### src/rtl/pwm_fader.sv
// Multi-channel PWM generator with a shared sawtooth/triangle fade engine.
// Duty values are double-buffered and only change at the PWM period boundary.
module pwm_fader #(
  parameter int CHANNELS = 3,
  parameter int CNT_W    = 16,
  parameter int LVL_W    = 8,
  parameter int STEP_DIV = 16384
) (
  input  logic                      CLK,
  input  logic                      RST_N,
  input  logic [1:0]                mode,
  input  logic [CHANNELS-1:0]       en,
  input  logic [CHANNELS*LVL_W-1:0] duty_in,
  output logic [CHANNELS-1:0]       pwm_out,
  output logic [LVL_W-1:0]          level,
  output logic                      period_tick
);

  localparam int PRESC_W = (STEP_DIV > 2) ? $clog2(STEP_DIV) : 1;
  localparam logic [PRESC_W-1:0] PRESC_MAX = PRESC_W'(STEP_DIV - 1);
  localparam logic [LVL_W-1:0]   LVL_MAX   = {LVL_W{1'b1}};
  localparam logic [LVL_W-1:0]   LVL_ZERO  = {LVL_W{1'b0}};
  localparam logic [1:0] MODE_STATIC = 2'b00;
  localparam logic [1:0] MODE_SAW    = 2'b01;
  localparam logic [1:0] MODE_TRI    = 2'b10;
  localparam logic [1:0] MODE_HOLD   = 2'b11;

  typedef enum logic {DIR_UP = 1'b0, DIR_DOWN = 1'b1} dir_t;

  logic [CNT_W-1:0]    pwm_cnt_r;
  logic [PRESC_W-1:0]  presc_r;
  logic [LVL_W-1:0]    level_r;
  dir_t                dir_r;
  logic [LVL_W-1:0]    duty_q_r [CHANNELS];
  logic [CHANNELS-1:0] pwm_out_r;
  logic                period_tick_r;

  logic [CNT_W-1:0]    cnt_nxt_s;
  logic [LVL_W-1:0]    cnt_top_nxt_s;
  logic                wrap_s;
  logic                step_s;
  logic [PRESC_W-1:0]  presc_nxt_s;
  logic [LVL_W-1:0]    lvl_inc_s;
  logic [LVL_W-1:0]    lvl_dec_s;
  logic [LVL_W-1:0]    level_nxt_s;
  dir_t                dir_nxt_s;
  logic [LVL_W-1:0]    duty_nxt_s [CHANNELS];
  logic [CHANNELS-1:0] pwm_nxt_s;

  assign cnt_nxt_s     = pwm_cnt_r + CNT_W'(1);
  assign cnt_top_nxt_s = cnt_nxt_s[CNT_W-1 -: LVL_W];
  assign wrap_s        = (pwm_cnt_r == {CNT_W{1'b1}});
  assign step_s        = (presc_r == PRESC_MAX);
  assign presc_nxt_s   = step_s ? {PRESC_W{1'b0}} : (presc_r + PRESC_W'(1));
  assign lvl_inc_s     = level_r + LVL_W'(1);
  assign lvl_dec_s     = level_r - LVL_W'(1);

  // Fade engine: next level and direction, advanced only on a prescaler step
  always_comb begin
    level_nxt_s = level_r;
    dir_nxt_s   = dir_r;
    if (step_s) begin
      case (mode)
        MODE_SAW: level_nxt_s = lvl_inc_s;
        MODE_TRI: begin
          // Endpoint checks on the current level keep a stale direction from overflowing
          if (dir_r == DIR_UP) begin
            if (level_r == LVL_MAX) begin
              level_nxt_s = lvl_dec_s;
              dir_nxt_s   = DIR_DOWN;
            end else begin
              level_nxt_s = lvl_inc_s;
              dir_nxt_s   = (lvl_inc_s == LVL_MAX) ? DIR_DOWN : DIR_UP;
            end
          end else begin
            if (level_r == LVL_ZERO) begin
              level_nxt_s = lvl_inc_s;
              dir_nxt_s   = DIR_UP;
            end else begin
              level_nxt_s = lvl_dec_s;
              dir_nxt_s   = (lvl_dec_s == LVL_ZERO) ? DIR_UP : DIR_DOWN;
            end
          end
        end
        MODE_HOLD:   level_nxt_s = level_r;
        MODE_STATIC: level_nxt_s = level_r;
        default:     level_nxt_s = level_r;
      endcase
    end else begin
      level_nxt_s = level_r;
    end
  end

  // Shadow duty reload at the wrap and compare against the count about to be loaded
  always_comb begin
    for (int i = 0; i < CHANNELS; i++) begin
      duty_nxt_s[i] = duty_q_r[i];
      if (wrap_s) begin
        case (mode)
          MODE_STATIC: duty_nxt_s[i] = duty_in[i*LVL_W +: LVL_W];
          MODE_SAW, MODE_TRI, MODE_HOLD:
            duty_nxt_s[i] = ((i % 2) == 0) ? level_r : ~level_r;
          default: duty_nxt_s[i] = duty_q_r[i];
        endcase
      end else begin
        duty_nxt_s[i] = duty_q_r[i];
      end
      pwm_nxt_s[i] = en[i] & (cnt_top_nxt_s < duty_nxt_s[i]);
    end
  end

  // State and output registers
  always_ff @(posedge CLK or negedge RST_N) begin
    if (!RST_N) begin
      pwm_cnt_r     <= {CNT_W{1'b0}};
      presc_r       <= {PRESC_W{1'b0}};
      level_r       <= {LVL_W{1'b0}};
      dir_r         <= DIR_UP;
      pwm_out_r     <= {CHANNELS{1'b0}};
      period_tick_r <= 1'b0;
      for (int i = 0; i < CHANNELS; i++) begin
        duty_q_r[i] <= {LVL_W{1'b0}};
      end
    end else begin
      pwm_cnt_r     <= cnt_nxt_s;
      presc_r       <= presc_nxt_s;
      level_r       <= level_nxt_s;
      dir_r         <= dir_nxt_s;
      pwm_out_r     <= pwm_nxt_s;
      period_tick_r <= wrap_s;
      for (int i = 0; i < CHANNELS; i++) begin
        duty_q_r[i] <= duty_nxt_s[i];
      end
    end
  end

  assign pwm_out     = pwm_out_r;
  assign level       = level_r;
  assign period_tick = period_tick_r;

endmodule

### config.mk
export PLATFORM = sky130hd
export DESIGN_NAME = pwm_fader
export DESIGN_NICKNAME = d
export VERILOG_FILES = /design/src/rtl/pwm_fader.sv
export SDC_FILE = /design/constraint.sdc
export NUM_CORES = 1
export LEC_CHECK = 0
export ABC_AREA = 1
export CELL_PAD_IN_SITES_DETAIL_PLACEMENT = 1
export CELL_PAD_IN_SITES_GLOBAL_PLACEMENT = 2
export CORE_ASPECT_RATIO = 0.6
export CORE_UTILIZATION = 37
export CTS_CLUSTER_DIAMETER = 30
export DETAILED_ROUTE_END_ITERATION = 10
export PLACE_DENSITY = 0.94
export SLEW_MARGIN = 5
export SYNTH_ARGS = -nofsm -noshare
export SYNTH_HDL_FRONTEND = slang
export SYNTH_SLANG_ARGS = --single-unit
export TNS_END_PERCENT = 30
### constraint.sdc
create_clock -name CLK -period 3.3 [get_ports CLK]
set_input_delay 0.33 -clock CLK [delete_from_list [all_inputs] [get_ports CLK]]
set_output_delay 0.33 -clock CLK [all_outputs]
set_load 0.03 [all_outputs]
# Word level (Yosys, flattened, before mapping)
# Cells that the tools add are included.
# totals
reg_bits	67
input_bits	31
out_inout_bits	12
word_cells	51
# classes
addsub	4
n_lt_le_gt_ge	3
n_eq_ne	7
muxes	16
bitwise	5
n_reduce_logical	7
# op_table
op	n
8-bit case mux with 2 select lines	4
8-bit 2-to-1 mux	6
8-bit less-than comparator	3
16-bit by 1-bit adder with 16-bit output (second input constant)	1
16-bit == test (second input constant)	1
8-bit == test (second input constant)	2
8-bit zero test	2
14-bit by 1-bit adder with 14-bit output (second input constant)	1
14-bit == test (second input constant)	1
14-bit 2-to-1 mux	1
8-bit by 1-bit adder with 8-bit output (second input constant)	1
8-bit inverter	1
8-bit by 1-bit subtractor with 8-bit output (second input constant)	1
1-bit 2-to-1 mux	5
2-bit == test (second input constant)	2
2-bit AND reduction	2
1-bit AND	3
3-bit OR reduction	1
2-bit by 1-bit == test with 1-bit output (second input constant)	1
2-bit zero test	1
2-bit OR reduction	1
1-bit inverter	1

# Logic depth before layout (Yosys ltp)
# logic_depth
word_depth	6
depth_mapped	16
depth_no_buf	15

# Worst setup path after synthesis
# No wires, ideal clock.
# synth_timing
path_kind	register -> register
startpoint	reg pwm_cnt_r[0]
endpoint	reg pwm_out_r[2] (netlist: pwm_out[2])
setup_ps	77
t_arrival_ps	1969
required_ps	3223
setup_slack_ps	1254
stages_incl_launch_ff	16
path_buffers	1
cell_sequence	dfrtp_1 > ha_1 > nand2_1 > nor2_2 > nand2_4 > nor2_4 > nand2_2 > buf_6 > o21ai_2 > inv_2 > ha_1 > nand2_1 > nand2_1 > nor2_1 > nand3_1 > a21oi_1
# synth_lines
item	line	source
start: declaration	30	logic [CNT_W-1:0] pwm_cnt_r;
start signal: assignment	115	pwm_cnt_r <= {CNT_W{1'b0}};
start signal: assignment	125	pwm_cnt_r <= cnt_nxt_s;
end signal: assignment	119	pwm_out_r <= {CHANNELS{1'b0}};
end signal: assignment	129	pwm_out_r <= pwm_nxt_s;
end: declaration	35	logic [CHANNELS-1:0] pwm_out_r;

==> results.sh <==
export IMPL_synth_edf_count=0
export IMPL_skew_ps=7.58
export IMPL_cts_buffers_inserted=9
export IMPL_cap_violations=0
export IMPL_outcome="finished, final reports clean"
export IMPL_cts_hold_fix_buffers=1
export IMPL_stdcell_area_um2=5120
export IMPL_fin_crit_sh_pct=81.3
export IMPL_hold_viol_final=0
export IMPL_die_x_um=140
export IMPL_cts_tree="built"
export IMPL_dp_hpwl_um=8820
export IMPL_r2r_start="pwm_cnt_r[0]"
export IMPL_finalSetupViolations=0
export IMPL_path_cells="ha_1, nand2_1, nor2_2, nand2_4, nor2_4, nand2_1, o21ai_0, inv_1, ha_1, nand2_1, nand2_1, nor2_1, nand3_1, a21oi_1"
export IMPL_antenna_found_initial=0
export IMPL_drt_iter0_drc=117
export IMPL_syn_area_um2=4230
export IMPL_crit_fanout=30
export IMPL_nNetsFinal=637
export IMPL_drive_gt1_share_pct=11.0
export IMPL_dp_cells=703
export IMPL_yosys_warnings=0
export IMPL_layout_setup_ws_ps=616
export IMPL_crit_reg2reg_capture="pwm_out[1]"
export IMPL_synth_main_ff_cell="dfrtp_1"
export IMPL_crit_top_cell="nand2_1"
export IMPL_antenna_left=0
export IMPL_ios=43
export IMPL_place_area_um2=4780
export IMPL_ys_seq_area_share_pct=39.6
export IMPL_grt_max_degree=55
export IMPL_fp_dieH_um=84.8
export IMPL_finalCoreUtilization_pct=47.2
export IMPL_relSlewSlack_pct=51.5
export IMPL_die_area_um2=11900
export IMPL_min_period_ps=2680
export IMPL_power_density_nw_per_um2=388
export IMPL_slew_viol_final=0
export IMPL_tns_ps=0
export IMPL_routed_wl_um=11500
export IMPL_ys_ff_latch=67
export IMPL_clk_pin_slew_ps=60
export IMPL_max_freq_mhz=373
export IMPL_crit_type="flip-flop to flip-flop"
export IMPL_port_buffers=42
export IMPL_grt_use_total_pct=21.1
export IMPL_worst_path_buf_inv=1
export IMPL_synth_cell_types=36
export IMPL_diodes=0
export IMPL_critical_path_top_delay_family="simple AND/OR/NAND/NOR gates"
export IMPL_pre_cts_ws_ps=602
export IMPL_area_growth_synth_to_final_pct=21.0
export IMPL_p_leak_nw=2.79
export IMPL_cpMaxStageDelayCell="nor2_4"
export IMPL_arrival_ps=2940
export IMPL_yosys_area_top_type="dfrtp_1"
export IMPL_reg2reg_depth=14
export IMPL_drc=0
export IMPL_initial_utilization_pct=39.0
export IMPL_cts_sinks=67
export IMPL_insertion_delay_ps=340
export IMPL_htree_levels=3
export IMPL_min_path_type="primary input to async pin"
export IMPL_rows=29
export IMPL_fin_cells=719
export IMPL_setup_worst_path_start_class="flip-flop"
export IMPL_first_pass_iters=4
export IMPL_reg2reg_slack_ps=620
export IMPL_vias_per_cell=4.92
export IMPL_cp_required_ps=3550
export IMPL_grt_pass1_wl_um=19300
export IMPL_synth_top_cell_area_share_pct=39.6
export IMPL_synth_common_cells="122 x nand2_1, 82 x inv_1, 67 x dfrtp_1"
export IMPL_yosysMostFrequentCell="nand2_1"
export IMPL_peakVddDrop_mv=0.252
export IMPL_grt_overflow_total=0
export IMPL_max_slew_worst_pin_slew_ps=728
export IMPL_vias=3535
export IMPL_post_cts_buffers=0
export IMPL_async_flop_share_pct=100
export IMPL_syn_inst=528
export IMPL_grt_pass1_vias=3806
export IMPL_rsz0062_at_grt="no"
export IMPL_cts_resized=0
export IMPL_synth_area_leaders="dfrtp_1 40%, nand2_1 11%, ha_1 8.9%, inv_1 7.3%, xor2_1 4.8%"
export IMPL_root_buffer="clkbuf_16"
export IMPL_endpoint_kind="flip-flop"
export IMPL_wl_per_cell_um=16.0
export IMPL_core_area_um2=10800
export IMPL_postSynthAreaPerCell_um2=8.01
export IMPL_cpPeakStageDelay_ps=520
export IMPL_cts_buffer_depth=2
export IMPL_synth_nets=589
export IMPL_gp_congestion=0.843
==> worst max-delay path by stage <==
stage / start / endpoint / slack (ps) / cells after the start
after global placement: mode[1] / pwm_out[1] / 730 / 16
after CTS: pwm_cnt_r[0] / pwm_out[2] / 590 / 14
after detailed placement: mode[0] / pwm_out[2] / 600 / 13
after global routing: pwm_cnt_r[2] / pwm_out[1] / 310 / 12
after floorplan: pwm_cnt_r[0] / pwm_out[2] / 1250 / 15
final: pwm_cnt_r[0] / pwm_out[1] / 620 / 14
==> per-layer routing <==
layer / part of all wire, % / GRT usage, % / routed length, µm / up-vias
li1: - / - / - / 1751
met1: 51 / 29.3 / 5890 / 1716
met2: 44 / 33.3 / 5090 / 56
met3: 3.6 / 4.40 / 412 / 12
met4: 1.1 / 6.09 / 128 / 0
met5: 0 / 0 / 0 / -
==> cells by family (layout without fill, tap and decap cells) <==
| kind of cell | count (synthesis) | count (layout) | synth area share [%] |
|---|---|---|---|
| AND/OR/NAND/NOR | 234 | 234 | 26.2 |
| buffers and inverters | 102 | 154 | 10.1 |
| flip-flops | 67 | 67 | 39.6 |
| AO/OA/AOI/OAI | 66 | 66 | 9.14 |
| adder cells (fa/ha/maj) | 30 | 30 | 8.88 |
| XOR/XNOR | 29 | 29 | 6.01 |
==> registers in the layout, summed over array words and instances (netlist names) <==
register     cells
period_tick      1
dir_r            1
pwm_cnt_r       16
pwm_out          3
level            8
duty_q_r        24
presc_r         14
==> worst register-to-register path: stages (launching register included) <==
cell and delay, ps:
dfrtp_1 380, ha_1 220, nand2_1 80, nor2_2 160, nand2_4 130, nor2_4 520, nand2_1 110, o21ai_0 150
inv_1 80, ha_1 300, nand2_1 80, nand2_1 50, nor2_1 90, nand3_1 110, a21oi_1 140
==> final cells by class <==
| cell class | count | area [µm²] |
|---|---|---|
| Clock buffer | 11 | 253 |
| Clock inverter | 4 | 73.8 |
| Fill cell | 1312 | 5730 |
| Inverter | 93 | 367 |
| Multi-Input combinational cell | 359 | 2130 |
| Sequential cell | 67 | 1680 |
| Tap cell | 139 | 174 |
| Timing Repair Buffer | 46 | 448 |
==> stage by stage <==
step	power (mW)	hold slack [ps]
after global placement	0.935	270
after CTS	2.01	444
after global routing	2.04	477
final	1.99	435
after detailed placement	0.936	271
after floorplan	0.866	34.4
==> layout by cell type (no fill, tap or decap), types with 10 or more instances in the layout <==
| cell type | synthesis | layout |
|---|---|---|
| nand2_1 | 122 | 122 |
| ha_1 | 30 | 30 |
| dfrtp_1 | 67 | 67 |
| o21ai_1 | 12 | 12 |
| xor2_1 | 23 | 23 |
| clkdlybuf4s50_1 | 0 | 41 |
| o21ai_0 | 25 | 25 |
| inv_1 | 82 | 82 |
| nand3_1 | 32 | 32 |
| a21oi_1 | 11 | 11 |
| o21ai_2 | 10 | 10 |
| nor2_1 | 43 | 43 |
==> report_power, final <==
group / leakage, nW / internal, mW / total [mW] / switching, mW
combinational: 1.83 / 0.0446 / 0.0956 / 0.0510
clock: 0.162 / 0.698 / 1.07 / 0.367
sequential: 0.796 / 0.824 / 0.825 / 0.00111
total: 2.79 / 1.57 / 1.99 / 0.419
(Power assumes the default switching activity.)
